### src/rtl/uart_rx_fifo_pkg.sv
// Shared UART constants used by the receiver, the transmitter and the receive FIFO.
package uart_rx_fifo_pkg;
    localparam int DBIT_DEF   = 8;
    localparam int ADDR_W_DEF = 4;
    localparam int SB_TICK    = 16;
endpackage

### src/rtl/uart_rx_fifo_ctrl.sv
// FIFO bookkeeping: read/write pointers, occupancy count, full/empty flags and the accept decision.
module fifo_ctrl
    import uart_rx_fifo_pkg::*;
#(
    parameter int ADDR_W = ADDR_W_DEF
) (
    input  logic              clk,
    input  logic              reset,
    input  logic              wr,
    input  logic              rd,
    output logic [ADDR_W-1:0] w_addr,
    output logic [ADDR_W-1:0] r_addr,
    output logic              wr_en,
    output logic              full,
    output logic              empty,
    output logic [ADDR_W:0]   count
);
    localparam logic [ADDR_W-1:0] PTR_ONE = {{(ADDR_W - 1){1'b0}}, 1'b1};
    localparam logic [ADDR_W:0]   CNT_ONE = {{ADDR_W{1'b0}}, 1'b1};

    logic [ADDR_W-1:0] r_w_ptr;
    logic [ADDR_W-1:0] r_r_ptr;
    logic [ADDR_W:0]   r_count;
    logic              r_full;
    logic              r_empty;
    logic              w_push;
    logic              w_pop;
    logic [ADDR_W-1:0] w_w_next;
    logic [ADDR_W-1:0] w_r_next;

    // A push into a full FIFO is still accepted when a pop frees the head slot in the same cycle.
    assign w_push   = wr & (~r_full | rd);
    assign w_pop    = rd & ~r_empty;
    assign w_w_next = r_w_ptr + PTR_ONE;
    assign w_r_next = r_r_ptr + PTR_ONE;

    always_ff @(posedge clk) begin
        if (reset) begin
            r_w_ptr <= '0;
            r_r_ptr <= '0;
            r_count <= '0;
            r_full  <= 1'b0;
            r_empty <= 1'b1;
        end else begin
            if (w_push) r_w_ptr <= w_w_next;
            if (w_pop)  r_r_ptr <= w_r_next;
            case ({w_push, w_pop})
                2'b10: begin
                    r_count <= r_count + CNT_ONE;
                    r_empty <= 1'b0;
                    r_full  <= (w_w_next == r_r_ptr);
                end
                2'b01: begin
                    r_count <= r_count - CNT_ONE;
                    r_full  <= 1'b0;
                    r_empty <= (w_r_next == r_w_ptr);
                end
                default: ;
            endcase
        end
    end

    assign w_addr = r_w_ptr;
    assign r_addr = r_r_ptr;
    assign wr_en  = w_push;
    assign full   = r_full;
    assign empty  = r_empty;
    assign count  = r_count;
endmodule

### src/rtl/uart_rx_fifo.sv
// Receive-side FWFT buffer behind the UART receiver, with occupancy count and sticky overflow flag.
module uart_rx_fifo
    import uart_rx_fifo_pkg::*;
#(
    parameter int DBIT   = DBIT_DEF,
    parameter int ADDR_W = ADDR_W_DEF
) (
    input  logic              clk,
    input  logic              reset,
    input  logic              wr,
    input  logic [DBIT-1:0]   w_data,
    input  logic              rd,
    output logic [DBIT-1:0]   r_data,
    output logic              empty,
    output logic              full,
    output logic [ADDR_W:0]   count,
    output logic              overflow,
    input  logic              clr_ovf
);
    localparam int DEPTH = 2 ** ADDR_W;

    logic [DBIT-1:0]   r_mem [DEPTH];
    logic              r_overflow;
    logic [ADDR_W-1:0] w_w_addr;
    logic [ADDR_W-1:0] w_r_addr;
    logic              w_wr_en;
    logic              w_full;

    fifo_ctrl #(.ADDR_W(ADDR_W)) u_ctrl (
        .clk    (clk),
        .reset  (reset),
        .wr     (wr),
        .rd     (rd),
        .w_addr (w_w_addr),
        .r_addr (w_r_addr),
        .wr_en  (w_wr_en),
        .full   (w_full),
        .empty  (empty),
        .count  (count)
    );

    // Storage is deliberately not reset; the flags make stale contents unreachable.
    always_ff @(posedge clk) begin
        if (w_wr_en) r_mem[w_w_addr] <= w_data;
    end

    assign r_data = r_mem[w_r_addr];

    // Set has priority over clear so a drop in the clearing cycle is not lost.
    always_ff @(posedge clk) begin
        if (reset)                      r_overflow <= 1'b0;
        else if (wr && w_full && !rd)   r_overflow <= 1'b1;
        else if (clr_ovf)               r_overflow <= 1'b0;
    end

    assign full     = w_full;
    assign overflow = r_overflow;
endmodule

### config.mk
export PLATFORM = sky130hd
export DESIGN_NAME = uart_rx_fifo
export DESIGN_NICKNAME = d
export VERILOG_FILES = /design/src/rtl/uart_rx_fifo_pkg.sv /design/src/rtl/uart_rx_fifo_ctrl.sv /design/src/rtl/uart_rx_fifo.sv
export SDC_FILE = /design/constraint.sdc
export NUM_CORES = 1
export LEC_CHECK = 0
export CAP_MARGIN = 20
export CORE_MARGIN = 8
export CORE_UTILIZATION = 55
export DETAILED_ROUTE_END_ITERATION = 16
export GPL_ROUTABILITY_DRIVEN = 1
export PLACE_DENSITY = 0.74
export SLEW_MARGIN = 20
export SYNTH_ARGS = -nofsm -noshare
export SYNTH_HDL_FRONTEND = slang
export SYNTH_SLANG_ARGS = --single-unit
### constraint.sdc
create_clock -name clk -period 3.78 [get_ports clk]
set_input_delay 0.378 -clock clk [delete_from_list [all_inputs] [get_ports clk]]
set_output_delay 0.378 -clock clk [all_outputs]
set_load 0.01 [all_outputs]
======== After elaboration in Yosys (flattened, before gate mapping) ========
Memories as Yosys holds them, arrays and structs flattened. A register that Yosys moved wholly into a read port is not among the register bits.
Index checks and enable logic that the tools add are counted.
operators by class
  equality and inequality tests ........... 4
  reduce and logical (&&, ||, !) cells .... 5
  mux-type cells .......................... 9
  add/subtract/negate cells ............... 4
  bitwise gates (word level) .............. 5
operators by type and width
  kind                 number
  $pmux 5 s2           1
  $add 4x1->4 const B  2
  $eq 4x4->1           2
  $mux 4               2
  $add 5x1->5 const B  1
  $sub 5x1->5 const B  1
  $mux 1               4
  $pmux 1 s2           2
  $reduce_bool 2->1    2
  $and 1x1->1          2
  $eq 2x1->1 const B   1
  $eq 2x2->1 const B   1
  $logic_and 1x1->1    2
  $not 1->1            2
  $logic_not 1->1      1
  $or 1x1->1           1
word-level totals
  flip-flop bits (word level) ............. 16
  memories ................................ 1
  bits in writable memories ............... 128
  word-level logic and storage cells ...... 34
memory list
  memory  depth  bits a word  rd ports  clocked after memory_dff  wr ports  RTL line            RTL
  r_mem   16     8            1         1                         1         uart_rx_fifo.sv:22  logic [DBIT-1:0] r_mem [DEPTH];

======== Logic depth before layout (Yosys ltp) ========
Gate-level depths: netlist of run 1.
  depth after elaboration ................. 5
  gate-level depth with buffers ........... 12
  depth with buffers taken out ............ 10

======== Hierarchy ========
Synthesis of run 1 repeated with hierarchy kept, for this count alone.
unflattened totals
  cells, all modules ...................... 328
  area, all modules ....................... 5,931.9 um2
modules (own cells, without submodules)
  module        area each (um2)  cells an instance  times used
  uart_rx_fifo  5,026.1          225                1
  fifo_ctrl     905.9            103                1

======== Worst setup path before layout of run 1 ========
No wires, ideal clock.
  path kind ............................... input port to flip-flop
  from .................................... in rd
  to ...................................... reg u_ctrl.r_count[4], in the netlist u_ctrl.count[4]
  cell stages on the path ................. 12
  library setup time ...................... 0.121 ns
  buffers on the path ..................... 2
  setup slack ............................. 1.405 ns
  arrival time ............................ 2.254 ns
  cell sequence ........................... nand2b_1 and2_1 clkbuf_1 inv_1 ha_1 buf_2 xor2_1 ha_1 nor3_1 o211ai_1 o31ai_1 mux2_2
on the way
  cells in the longest elaborated chain, start to end .. 4
  elaborated cells on any way between the ends .. 7
  those cells by class .................... eq/ne (2); mux (1); bitwise (3); reduce/logical (1)
RTL lines
  item                                             RTL line                 RTL
  from (decl)                                      uart_rx_fifo.sv:12       input logic rd,
  $or 1x1->1                                       uart_rx_fifo_ctrl.sv:32  assign w_push = wr & (~r_full | rd);
  $and 1x1->1                                      uart_rx_fifo_ctrl.sv:32
  $eq 2x1->1 or $eq 2x2->1 (tied branches)         uart_rx_fifo_ctrl.sv:47  case ({w_push, w_pop})
  $pmux 5 s2 or $reduce_bool 2->1 (tied branches)  --
  to (signal assigned)                             uart_rx_fifo_ctrl.sv:49  r_count <= r_count + CNT_ONE;
  to (signal assigned)                             uart_rx_fifo_ctrl.sv:54  r_count <= r_count - CNT_ONE;
  to (decl)                                        uart_rx_fifo_ctrl.sv:23  logic [ADDR_W:0] r_count;
Parallel ways exist; a longest one is shown, timed or not.
A chain may end at the register's enable or synchronous reset.

==> reports/metrics.cfg, run 1 <==
[yosys]
yosys_warnings = 0
syn-num-nets = 360
synth_common_cells = edfxtp_1 (128), nor2_1 (28), dfxtp_1 (20)
ys_ff_latch = 148
async_reset_ff_share_pct = 0
synth-edff-count = 128
synth_area_sq_um = 6020
ys_top_cells_by_area = edfxtp_1 (64%), mux4_2 (6.7%), dfxtp_1 (6.6%)
synthFlopType = edfxtp_1
yosysTopAreaCellShare_pct = 63.8
synth_top_area_cell = edfxtp_1
synth.most_common_cell = edfxtp_1
postSynthCellCount = 338
synth_seq_area_share_pct = 70.5
syn_avg_cell_area_sq_um = 17.8
synth_cell_types = 38

[job]
drv_cap = 0

[timing]
tightest_slew_ns = 0.913
timing.slew.headroom_pct = 38.7
finalSetupViolCount = 0
period_share_pct = 85.4
slew_viol_final = 0
finalHoldViolCount = 0
hold_ws_ns = 0.487
finClkSkew_ns = 0.0195
max_freq_ghz = 0.310
finalWorstPathRequiredPeriod_ns = 3.23
setup_tns_ns = 0
rsz0062_at_grt = no

[finish]
n_antenna_cell = 0
drive_gt1_share_pct = 15.0
fin_nets = 396
fillers = 716
syn_to_final_growth_pct = 15.9

[pwr]
peakVddDrop_uv = 297
p_leak_nw = 2.31
p_int_mw = 2.89
p_sw_mw = 0.803
combPwrFrac_pct = 7.9
powerDensity_nw_per_um2 = 529
power_frac_clock_pct = 42.2
swShare_pct = 21.7
seqPwrFrac_pct = 49.9

[place]
place_congestion = 0.756
portBuffers = 28
dp_hpwl_microns = 7260

[run_status]
status = finished, final reports clean

[clock_network]
cts_tree = done
htree_levels = 4
post_cts_resized = 0
root_buffer = clkbuf_8
ctsHoldBuffers = 0
cts_made_buffers = 17
clock_path_buffers = 2
clock-sinks = 148
clkTransAtPathRegs_ns = 0.06
post-cts-setup-buffers = 0
clk_latency_ns = 0.53

[setup_path]
crit_family = buffers and inverters
path_max_fanout = 19
crit_path_top_delay_cell = dfxtp_2
setup.worst_path.class = reg -> out
end_kind = output pin
worstPathCellList = buf_12 > mux4_1 > a22oi_1 > nand2_1 > clkdlybuf4s50_1
path_buf_inv = 2
worst_ep_arrival_time_ns = 2.85
worstPathRequired_ns = 3.40
worst_path_largest_cell_delay_ns = 0.64
start_kind = register

[route]
dr_total_vias = 3101
drc = 0
wirelength_microns = 11700
drtPass1Iterations = 5
routedWlPerCell_microns = 22.2
antenna_left = 0
drtIter0Drc = 231
via_per_inst = 5.88

[floorplanning]
ioPinCount = 29
die_x_microns = 121
rows = 38
fp.dieH_microns = 121
fp.coreArea_sq_um = 10700
initial_core_util_pct = 56.1
die_area_sq_um = 14600

[grt]
grt_usage_pct = 17.1
grt_pass1_wl_microns = 18100
grt_overflow = 0
grt_pass1_vias = 3116
antenna_found_initial = 0
grt_max_degree = 33

[min_path]
hold_path.class = reg -> reg

==> layout make-up <==
cell class	count	area, sq um	share of cell area (%)
flip-flops and latches	148	4250	60.8
repair buffers	36	353	5.05
well taps	140	175	2.51
clock buffers	18	418	5.99
inverters	4	15.0	0.215
multi-input cells	167	1640	23.5
clock inverters	14	136	1.95
==> flip-flops by register name, summed over array words and instances, names as in the netlist, named ones only <==
signal,count
r_mem,128
overflow,1
u_ctrl.w_addr,4
u_ctrl.full,1
u_ctrl.r_addr,4
u_ctrl.count,5
u_ctrl.empty,1
==> layer usage <==
| layer | vias up | wire [microns] | global-route usage (%) |
|---|---|---|---|
| met5 | - | 0 | 0 |
| met4 | 0 | 163 | 6.87 |
| met3 | 15 | 477 | 4.34 |
| met2 | 91 | 6230 | 29.1 |
| met1 | 1575 | 4810 | 20.5 |
| li1 | 1420 | - | - |
==> cells in the final DEF (no fill, tap or decap), drive strengths merged, types with 3 or more instances in the layout <==
cell type | netlist | final
clkinv | 0 | 7
inv | 4 | 5
xor2 | 12 | 12
nand2 | 15 | 15
clkdlybuf4s50 | 0 | 28
dfxtp | 20 | 20
mux4 | 32 | 32
a22oi | 16 | 16
nor2b | 3 | 3
nor3 | 7 | 7
a21oi | 7 | 7
edfxtp | 128 | 128
clkbuf | 6 | 18
o21ai | 4 | 4
xnor2 | 7 | 7
nand4 | 3 | 3
clkinvlp | 0 | 4
nand3 | 3 | 3
nor2 | 28 | 28
ha | 9 | 9
nand2b | 4 | 4
buf | 10 | 8
==> path summary, 6_finish.rpt <==
check | startpoint | end | slack [ns] | cells after the start
max | register | r_data[2] | 0.55 | 5
min | overflow | overflow | 0.49 | 2
max reg2reg | u_ctrl.full | u_ctrl.count[4] | 1.39 | 10
min reg2reg | overflow | overflow | 0.49 | 2
==> power groups by stage <==
| stage | Clock, mW | Combinational [mW] | Sequential [mW] |
|---|---|---|---|
| 2_1_floorplan | 0 | 0.180 | 1.87 |
| 6_report | 1.56 | 0.292 | 1.85 |
| 4_1_cts | 1.59 | 0.296 | 1.85 |
| 3_5_place_dp | 0 | 0.293 | 1.88 |
| 3_3_place_gp | 0 | 0.286 | 1.88 |
| 5_1_grt | 1.64 | 0.317 | 1.85 |
==> worst reg2reg max path, delay by kind of cell, from the launching register on <==
kind                       cells  cell delay, ns
adders and majority gates      2            0.62
and+or+nand+nor                3            0.50
DFF                            1            0.37
muxes                          1            0.35
AOI/OAI and AO/OA              2            0.20
buffers and inverters          1            0.12
xor gates and xnor gates       1            0.12
==> metrics by stage <==
stage	util, %	instance area [sq um]	cells	worst slack [ns]	power (mW)
floorplan	-	6020	338	1.41	2.05
global placement	59.8	6430	495	0.904	2.16
detailed placement	59.8	6430	495	0.837	2.17
CTS	65.0	6980	527	0.480	3.73
global route	65.0	6980	527	0.392	3.81
finish	65.0	6980	527	0.551	3.70
==> kinds of logic (layout without fill, tap and decap cells) <==
kind of cell,count (synthesis),count (layout),share of synthesized area (%)
DFF,148,148,70.5
adders and majority gates,9,9,1.87
and+or+nand+nor,72,72,5.69
buffers and inverters,23,72,2.33
AOI/OAI and AO/OA,32,32,3.53
muxes,35,35,13.4
xor gates and xnor gates,19,19,2.76
Note: power is estimated with default switching activity, not from simulation.
==> run 2: changes to the inputs <==
--- a/config.mk
+++ b/config.mk
@@ -10,6 +10,7 @@
 export CORE_UTILIZATION = 55
 export DETAILED_ROUTE_END_ITERATION = 16
 export GPL_ROUTABILITY_DRIVEN = 1
+export HOLD_SLACK_MARGIN = 0.15
 export PLACE_DENSITY = 0.74
 export SLEW_MARGIN = 20
 export SYNTH_ARGS = -nofsm -noshare
==> results of run 2 <==
Final layout, timing and power as in run 1 (identical DEF).
